--- src/rtl/anita3_evbuf_pkg.sv ---
// Shared definitions for the ANITA-3 event header buffer.
// Holds the header word map, the default header magic, the producer FSM
// state encoding and the layout of the slot/word fields in the buffer address.
// Both the producer and the read-side bookkeeping import this package.
package anita3_evbuf_pkg;

    // Header layout: 9 words per event, the last one is the XOR checksum.
    localparam int          HDR_WORDS  = 9;
    localparam logic [5:0]  W_MAGIC    = 6'd0;
    localparam logic [5:0]  W_ID_LO    = 6'd1;
    localparam logic [5:0]  W_ID_HI    = 6'd2;
    localparam logic [5:0]  W_TIME_LO  = 6'd3;
    localparam logic [5:0]  W_TIME_HI  = 6'd4;
    localparam logic [5:0]  W_PPS      = 6'd5;
    localparam logic [5:0]  W_PAT_LO   = 6'd6;
    localparam logic [5:0]  W_PAT_HI   = 6'd7;
    localparam logic [5:0]  W_CSUM     = 6'(HDR_WORDS - 1);

    localparam logic [15:0] HDR_MAGIC_DEFAULT = 16'hE7A3;

    // Buffer address: [7:6] slot, [5:0] word index.
    localparam int SLOT_MSB = 7;
    localparam int SLOT_LSB = 6;
    localparam int WORD_MSB = 5;
    localparam int WORD_LSB = 0;

    typedef enum logic [1:0] {
        ST_IDLE  = 2'd0,
        ST_WRITE = 2'd1,
        ST_DONE  = 2'd2
    } wr_state_e;

    function automatic logic [7:0] make_addr(input logic [1:0] slot, input logic [5:0] word);
        logic [7:0] a;
        a = '0;
        a[SLOT_MSB:SLOT_LSB] = slot;
        a[WORD_MSB:WORD_LSB] = word;
        return a;
    endfunction

endpackage

--- src/rtl/anita3_slot_ring.sv ---
// Slot rotation bookkeeping for the event header buffer.
// Keeps the write and clear slot pointers, the occupancy count (slots reserved
// or full), the full flag and a sticky error for clears with nothing to clear.
// Ports:
//   clk_i, rst_i    clock, synchronous active-high reset
//   accept_i        reserve the slot at wr_ptr_o (occupancy +1)
//   advance_i       writing of the current slot finished, move wr_ptr_o on
//   clear_i         oldest occupied slot has been read and cleared
//   wr_ptr_o        slot being (or about to be) written
//   clr_ptr_o       oldest occupied slot
//   occupancy_o     0..NUM_BUF
//   full_o          occupancy_o == NUM_BUF
//   clear_err_o     sticky: clear_i arrived with occupancy 0
module anita3_slot_ring #(
    parameter int NUM_BUF = 4
) (
    input  logic       clk_i,
    input  logic       rst_i,
    input  logic       accept_i,
    input  logic       advance_i,
    input  logic       clear_i,
    output logic [1:0] wr_ptr_o,
    output logic [1:0] clr_ptr_o,
    output logic [2:0] occupancy_o,
    output logic       full_o,
    output logic       clear_err_o
);

    logic [1:0] wr_ptr_q, clr_ptr_q;
    logic [2:0] occ_q;
    logic       clear_err_q;
    logic       clear_ok;

    function automatic logic [1:0] next_ptr(input logic [1:0] p);
        return (p == 2'(NUM_BUF - 1)) ? 2'd0 : p + 2'd1;
    endfunction

    assign clear_ok = clear_i && (occ_q != 3'd0);

    always_ff @(posedge clk_i) begin
        if (rst_i) begin
            wr_ptr_q    <= 2'd0;
            clr_ptr_q   <= 2'd0;
            occ_q       <= 3'd0;
            clear_err_q <= 1'b0;
        end else begin
            if (advance_i) wr_ptr_q  <= next_ptr(wr_ptr_q);
            if (clear_ok)  clr_ptr_q <= next_ptr(clr_ptr_q);
            // Reserve and release in the same cycle cancel out.
            case ({accept_i, clear_ok})
                2'b10:   occ_q <= occ_q + 3'd1;
                2'b01:   occ_q <= occ_q - 3'd1;
                default: occ_q <= occ_q;
            endcase
            if (clear_i && (occ_q == 3'd0)) clear_err_q <= 1'b1;
        end
    end

    assign wr_ptr_o    = wr_ptr_q;
    assign clr_ptr_o   = clr_ptr_q;
    assign occupancy_o = occ_q;
    assign full_o      = (occ_q == 3'(NUM_BUF));
    assign clear_err_o = clear_err_q;

endmodule

--- src/rtl/anita3_event_writer.sv ---
// Producer side of the ANITA-3 event header buffer (33 MHz domain).
// On an accepted trigger the metadata is latched and written as nine 16-bit
// words into the next free slot, followed by a one-cycle event_done pulse.
// Ports:
//   clk33_i, rst_i     clock, synchronous active-high reset
//   trig_i             single-cycle trigger pulse
//   event_id_i, trig_time_i, pps_count_i, trig_pattern_i   metadata
//   buf_cleared_i      read side freed the oldest occupied slot
//   event_wr_addr_o/dat_o/wr_o   buffer RAM write port ([7:6] slot, [5:0] word)
//   event_done_o       slot on event_wr_addr_o[7:6] is complete
//   busy_o             a trigger this cycle would be dropped
//   occupancy_o        slots reserved or full
//   dropped_o          saturating count of dropped triggers
//   clear_err_o        sticky: clear arrived with nothing occupied
module anita3_event_writer
    import anita3_evbuf_pkg::*;
#(
    parameter int          NUM_BUF   = 4,
    parameter logic [15:0] HDR_MAGIC = HDR_MAGIC_DEFAULT
) (
    input  logic        clk33_i,
    input  logic        rst_i,
    input  logic        trig_i,
    input  logic [31:0] event_id_i,
    input  logic [31:0] trig_time_i,
    input  logic [15:0] pps_count_i,
    input  logic [31:0] trig_pattern_i,
    input  logic        buf_cleared_i,
    output logic [7:0]  event_wr_addr_o,
    output logic [15:0] event_wr_dat_o,
    output logic        event_wr_o,
    output logic        event_done_o,
    output logic        busy_o,
    output logic [2:0]  occupancy_o,
    output logic [15:0] dropped_o,
    output logic        clear_err_o
);

    wr_state_e   state_q;
    logic [5:0]  word_q;
    logic [15:0] csum_q;
    logic [31:0] id_q, time_q, pat_q;
    logic [15:0] pps_q;
    logic [7:0]  addr_q;
    logic [15:0] dat_q;
    logic        wr_q, done_q;
    logic [15:0] dropped_q;

    logic [1:0]  wr_ptr;
    logic [1:0]  unused_clr_ptr;
    logic        full;
    logic        accept, advance;
    logic [5:0]  word_d;
    logic [15:0] dat_d;

    assign busy_o  = (state_q != ST_IDLE) || full;
    assign accept  = trig_i && (state_q == ST_IDLE) && !full;
    assign advance = (state_q == ST_DONE);

    anita3_slot_ring #(.NUM_BUF(NUM_BUF)) u_ring (
        .clk_i       (clk33_i),
        .rst_i       (rst_i),
        .accept_i    (accept),
        .advance_i   (advance),
        .clear_i     (buf_cleared_i),
        .wr_ptr_o    (wr_ptr),
        .clr_ptr_o   (unused_clr_ptr),
        .occupancy_o (occupancy_o),
        .full_o      (full),
        .clear_err_o (clear_err_o)
    );

    // Next header word, built from the latched metadata. csum_q already holds
    // the XOR of every word emitted so far, so it is the checksum word itself.
    always_comb begin
        word_d = word_q + 6'd1;
        dat_d  = 16'h0000;
        case (word_d)
            W_ID_LO:   dat_d = id_q[15:0];
            W_ID_HI:   dat_d = id_q[31:16];
            W_TIME_LO: dat_d = time_q[15:0];
            W_TIME_HI: dat_d = time_q[31:16];
            W_PPS:     dat_d = pps_q;
            W_PAT_LO:  dat_d = pat_q[15:0];
            W_PAT_HI:  dat_d = pat_q[31:16];
            W_CSUM:    dat_d = csum_q;
            default:   dat_d = 16'h0000;
        endcase
    end

    always_ff @(posedge clk33_i) begin
        if (rst_i) begin
            state_q   <= ST_IDLE;
            word_q    <= 6'd0;
            csum_q    <= 16'h0000;
            id_q      <= 32'h0;
            time_q    <= 32'h0;
            pat_q     <= 32'h0;
            pps_q     <= 16'h0;
            addr_q    <= 8'h00;
            dat_q     <= 16'h0000;
            wr_q      <= 1'b0;
            done_q    <= 1'b0;
            dropped_q <= 16'h0000;
        end else begin
            if (trig_i && busy_o && (dropped_q != 16'hFFFF))
                dropped_q <= dropped_q + 16'd1;
            case (state_q)
                ST_IDLE: begin
                    addr_q <= 8'h00;
                    dat_q  <= 16'h0000;
                    wr_q   <= 1'b0;
                    done_q <= 1'b0;
                    if (accept) begin
                        id_q    <= event_id_i;
                        time_q  <= trig_time_i;
                        pps_q   <= pps_count_i;
                        pat_q   <= trig_pattern_i;
                        word_q  <= W_MAGIC;
                        csum_q  <= HDR_MAGIC;
                        addr_q  <= make_addr(wr_ptr, W_MAGIC);
                        dat_q   <= HDR_MAGIC;
                        wr_q    <= 1'b1;
                        state_q <= ST_WRITE;
                    end
                end
                ST_WRITE: begin
                    if (word_q == W_CSUM) begin
                        addr_q  <= make_addr(wr_ptr, W_CSUM);
                        dat_q   <= 16'h0000;
                        wr_q    <= 1'b0;
                        done_q  <= 1'b1;
                        state_q <= ST_DONE;
                    end else begin
                        word_q <= word_d;
                        csum_q <= csum_q ^ dat_d;
                        addr_q <= make_addr(wr_ptr, word_d);
                        dat_q  <= dat_d;
                        wr_q   <= 1'b1;
                    end
                end
                ST_DONE: begin
                    addr_q  <= 8'h00;
                    dat_q   <= 16'h0000;
                    wr_q    <= 1'b0;
                    done_q  <= 1'b0;
                    state_q <= ST_IDLE;
                end
                default: begin
                    addr_q  <= 8'h00;
                    dat_q   <= 16'h0000;
                    wr_q    <= 1'b0;
                    done_q  <= 1'b0;
                    state_q <= ST_IDLE;
                end
            endcase
        end
    end

    assign event_wr_addr_o = addr_q;
    assign event_wr_dat_o  = dat_q;
    assign event_wr_o      = wr_q;
    assign event_done_o    = done_q;
    assign dropped_o       = dropped_q;

endmodule

--- config.mk ---
export PLATFORM = sky130hd
export DESIGN_NAME = anita3_event_writer
export DESIGN_NICKNAME = d
export VERILOG_FILES = /design/src/rtl/anita3_evbuf_pkg.sv /design/src/rtl/anita3_slot_ring.sv /design/src/rtl/anita3_event_writer.sv
export SDC_FILE = /design/constraint.sdc
export NUM_CORES = 1
export LEC_CHECK = 0
export CAP_MARGIN = 20
export CORE_MARGIN = 5
export CORE_UTILIZATION = 35
export CTS_BUF_LIST = sky130_fd_sc_hd__clkbuf_4 sky130_fd_sc_hd__clkbuf_8 sky130_fd_sc_hd__clkbuf_16
export DETAILED_ROUTE_END_ITERATION = 8
export PLACE_DENSITY = 0.55
export SKIP_LAST_GASP = 1
export SYNTH_ARGS = -nofsm -noshare
export SYNTH_HDL_FRONTEND = slang
export SYNTH_HIERARCHICAL = 1
export SYNTH_SLANG_ARGS = --single-unit
--- constraint.sdc ---
create_clock -name clk33_i -period 6.65 [get_ports clk33_i]
set_input_delay 1.33 -clock clk33_i [delete_from_list [all_inputs] [get_ports clk33_i]]
set_output_delay 1.33 -clock clk33_i [all_outputs]
set_load 0.02 [all_outputs]
==> results_dict.tcl <==
set metrics [dict create \
    syn_area_per_cell_um2 8.23 \
    cts.sinks 184 \
    ys.warnings.count 6 \
    cp_slowest_cell "clkdlybuf4s50_1" \
    post-route-util_pct 46.3 \
    die_h_um 158 \
    slew-limit-headroom_pct 28.9 \
    final_common_cell "nand2_1" \
    syn_area_um2 7630 \
    root_buffer "clkbuf_16" \
    crit_top_cell "inv_1" \
    cts_tree "yes" \
    crit_path_start_kind "flop" \
    syn_inst 927 \
    final_nets 1168 \
    drcViolationCount 0 \
    cts_max_level 4 \
    grt_pass1_wl_mm 34.6 \
    pre_cts_slack_ns 2.81 \
    layout_common_cells "nand2_1, dfxtp_1, clkdlybuf4s50_1, a21oi_1, nor2_1" \
    ant_nets 0 \
    clock_path_buffers 2 \
    max_freq_mhz 289 \
    finalSetupViolCount 0 \
    wl_per_cell_um 16.6 \
    drv_slew 0 \
    post-dp-hpwl_mm 15.0 \
    finalHoldViolations 0 \
    worstSetupPathType "reg -> out" \
    fin_ws_ns 3.19 \
    regArea_um2 3680 \
    routed_wl_mm 22.2 \
    cts_resized 0 \
    wl_met3_mm 1.17 \
    fin_worst_skew_ns 0.00899 \
    pwr_density_cell_nw_per_um2 297 \
    clk_latency_ns 0.43 \
    post_cts_buffers 0 \
    grt_pass1_vias 6367 \
    die_area_um2 24900 \
    clk_pin_slew_ns 0.06 \
    critPathCaptureType "primary output" \
    cts_made_buffers 17 \
    die_w_um 158 \
    cts_hold_buf 0 \
    worst_pin_slew_ns 1.07 \
    drt_iter0_markers 578 \
    arrival_ns 2.13 \
    grt_setup_unrepaired "no" \
    globalplace.congestion 0.783 \
    track_usage_pct 17.6 \
    maxCapViolations 0 \
    multi_input_area_um2 3600 \
    worstPathCellList "inv_1 -> and3_1 -> nor3_1 -> inv_1 -> clkdlybuf4s50_1" \
    core_um2 21600 \
    fin_tns_setup_ns 0 \
    wl_met2_mm 10.3 \
    crit_required_ns 5.32 \
    synth_nets 1053 \
    ioPinCount 163 \
    peakVddDrop_mv 0.171 \
    rows 54 \
    grt_max_degree 100 \
    drtPass1Iterations 5 \
    fin_crit_ns 3.46 \
    io_buffers 162 \
    drive_gt1_share_pct 5.12 \
    critPathMaxFanout 5 \
    grt_overflow 0 \
    top_layer "met4" \
    area_growth_pct 31.0 \
    hold_class "reg -> reg" \
    start_util_pct 35.3 \
    wl_met1_mm 10.4 \
    via_per_inst 5.15 \
    antenna_found_initial 0 \
    fillerInstances 2204 \
    status "finished, final reports clean" \
    max_stage_delay_ns 0.54 \
    vias 6875 \
    fin_crit_sh_pct 52.0 \
    p_leak_uw 0.00368 \
]
-- where the power goes --
group	internal [uW]	total [uW]	leakage, uW	switching (uW)
logic	249	615	0.00188	366
clock network	617	1060	0.000301	443
registers	1220	1290	0.00151	74.6
total	2080	2970	0.00368	884
-- final timing paths --
check	slack (ns)	depth (start not counted)	from	endpoint
setup / recovery	3.19	5	u_ring/occupancy_o[0]$_SDFFE_PP0P_	busy_o
hold / removal	0.45	2	u_ring/wr_ptr_o[1]$_SDFFE_PP0P_	event_wr_addr_o[7]$_SDFF_PP0_
setup reg to reg	3.55	12	u_ring/occupancy_o[0]$_SDFFE_PP0P_	u_ring/occupancy_o[2]$_SDFFE_PP0P_
hold reg to reg	0.45	2	u_ring/wr_ptr_o[1]$_SDFFE_PP0P_	event_wr_addr_o[7]$_SDFF_PP0_
-- routing by layer --
metal  track usage [%]  vias up
li1                  -     3451
met1              25.5     3227
met2              27.0      179
met3              3.31       18
met4              4.59        0
met5                 0        -
-- area by class of cell --
| type | count | area share [%] |
|---|---|---|
| sequential | 184 | 36.8 |
| multi-input combinational | 652 | 36.0 |
| timing repair buffer | 169 | 16.8 |
| clock buffer | 19 | 4.53 |
| tap | 280 | 3.50 |
| clock inverter | 12 | 1.64 |
| inverter | 18 | 0.701 |
| antenna | 1 | 0.0250 |
-- critical path, delay by kind of cell, from the launching register on --
kind | cells | cell delay, ns
flops | 1 | 0.46
simple gates | 2 | 0.51
buf+inv | 3 | 0.74
-- stage by stage --
step | hold slack, ns | instance area [um^2] | instances | power (uW)
final | 0.448 | 10000 | 1335 | 2970
after global routing | 0.471 | 10000 | 1334 | 3120
after CTS | 0.454 | 9980 | 1333 | 3000
after detailed placement | 0.443 | 9370 | 1302 | 1930
after global placement | 0.442 | 9370 | 1302 | 1930
after floorplan | 0.425 | 7630 | 927 | 1690
-- sequential cells by signal, summed over array words and instances, names as in the netlist --
register            flops
id_q                   32
pat_q                  32
time_q                 32
csum_q                 16
dropped_o              16
event_wr_dat_o         16
pps_q                  16
event_wr_addr_o         8
word_q                  6
u_ring/occupancy_o      3
state_q                 2
u_ring/wr_ptr_o         2
event_done_o            1
event_wr_o              1
u_ring/clear_err_o      1
(Power assumes the default switching activity.)
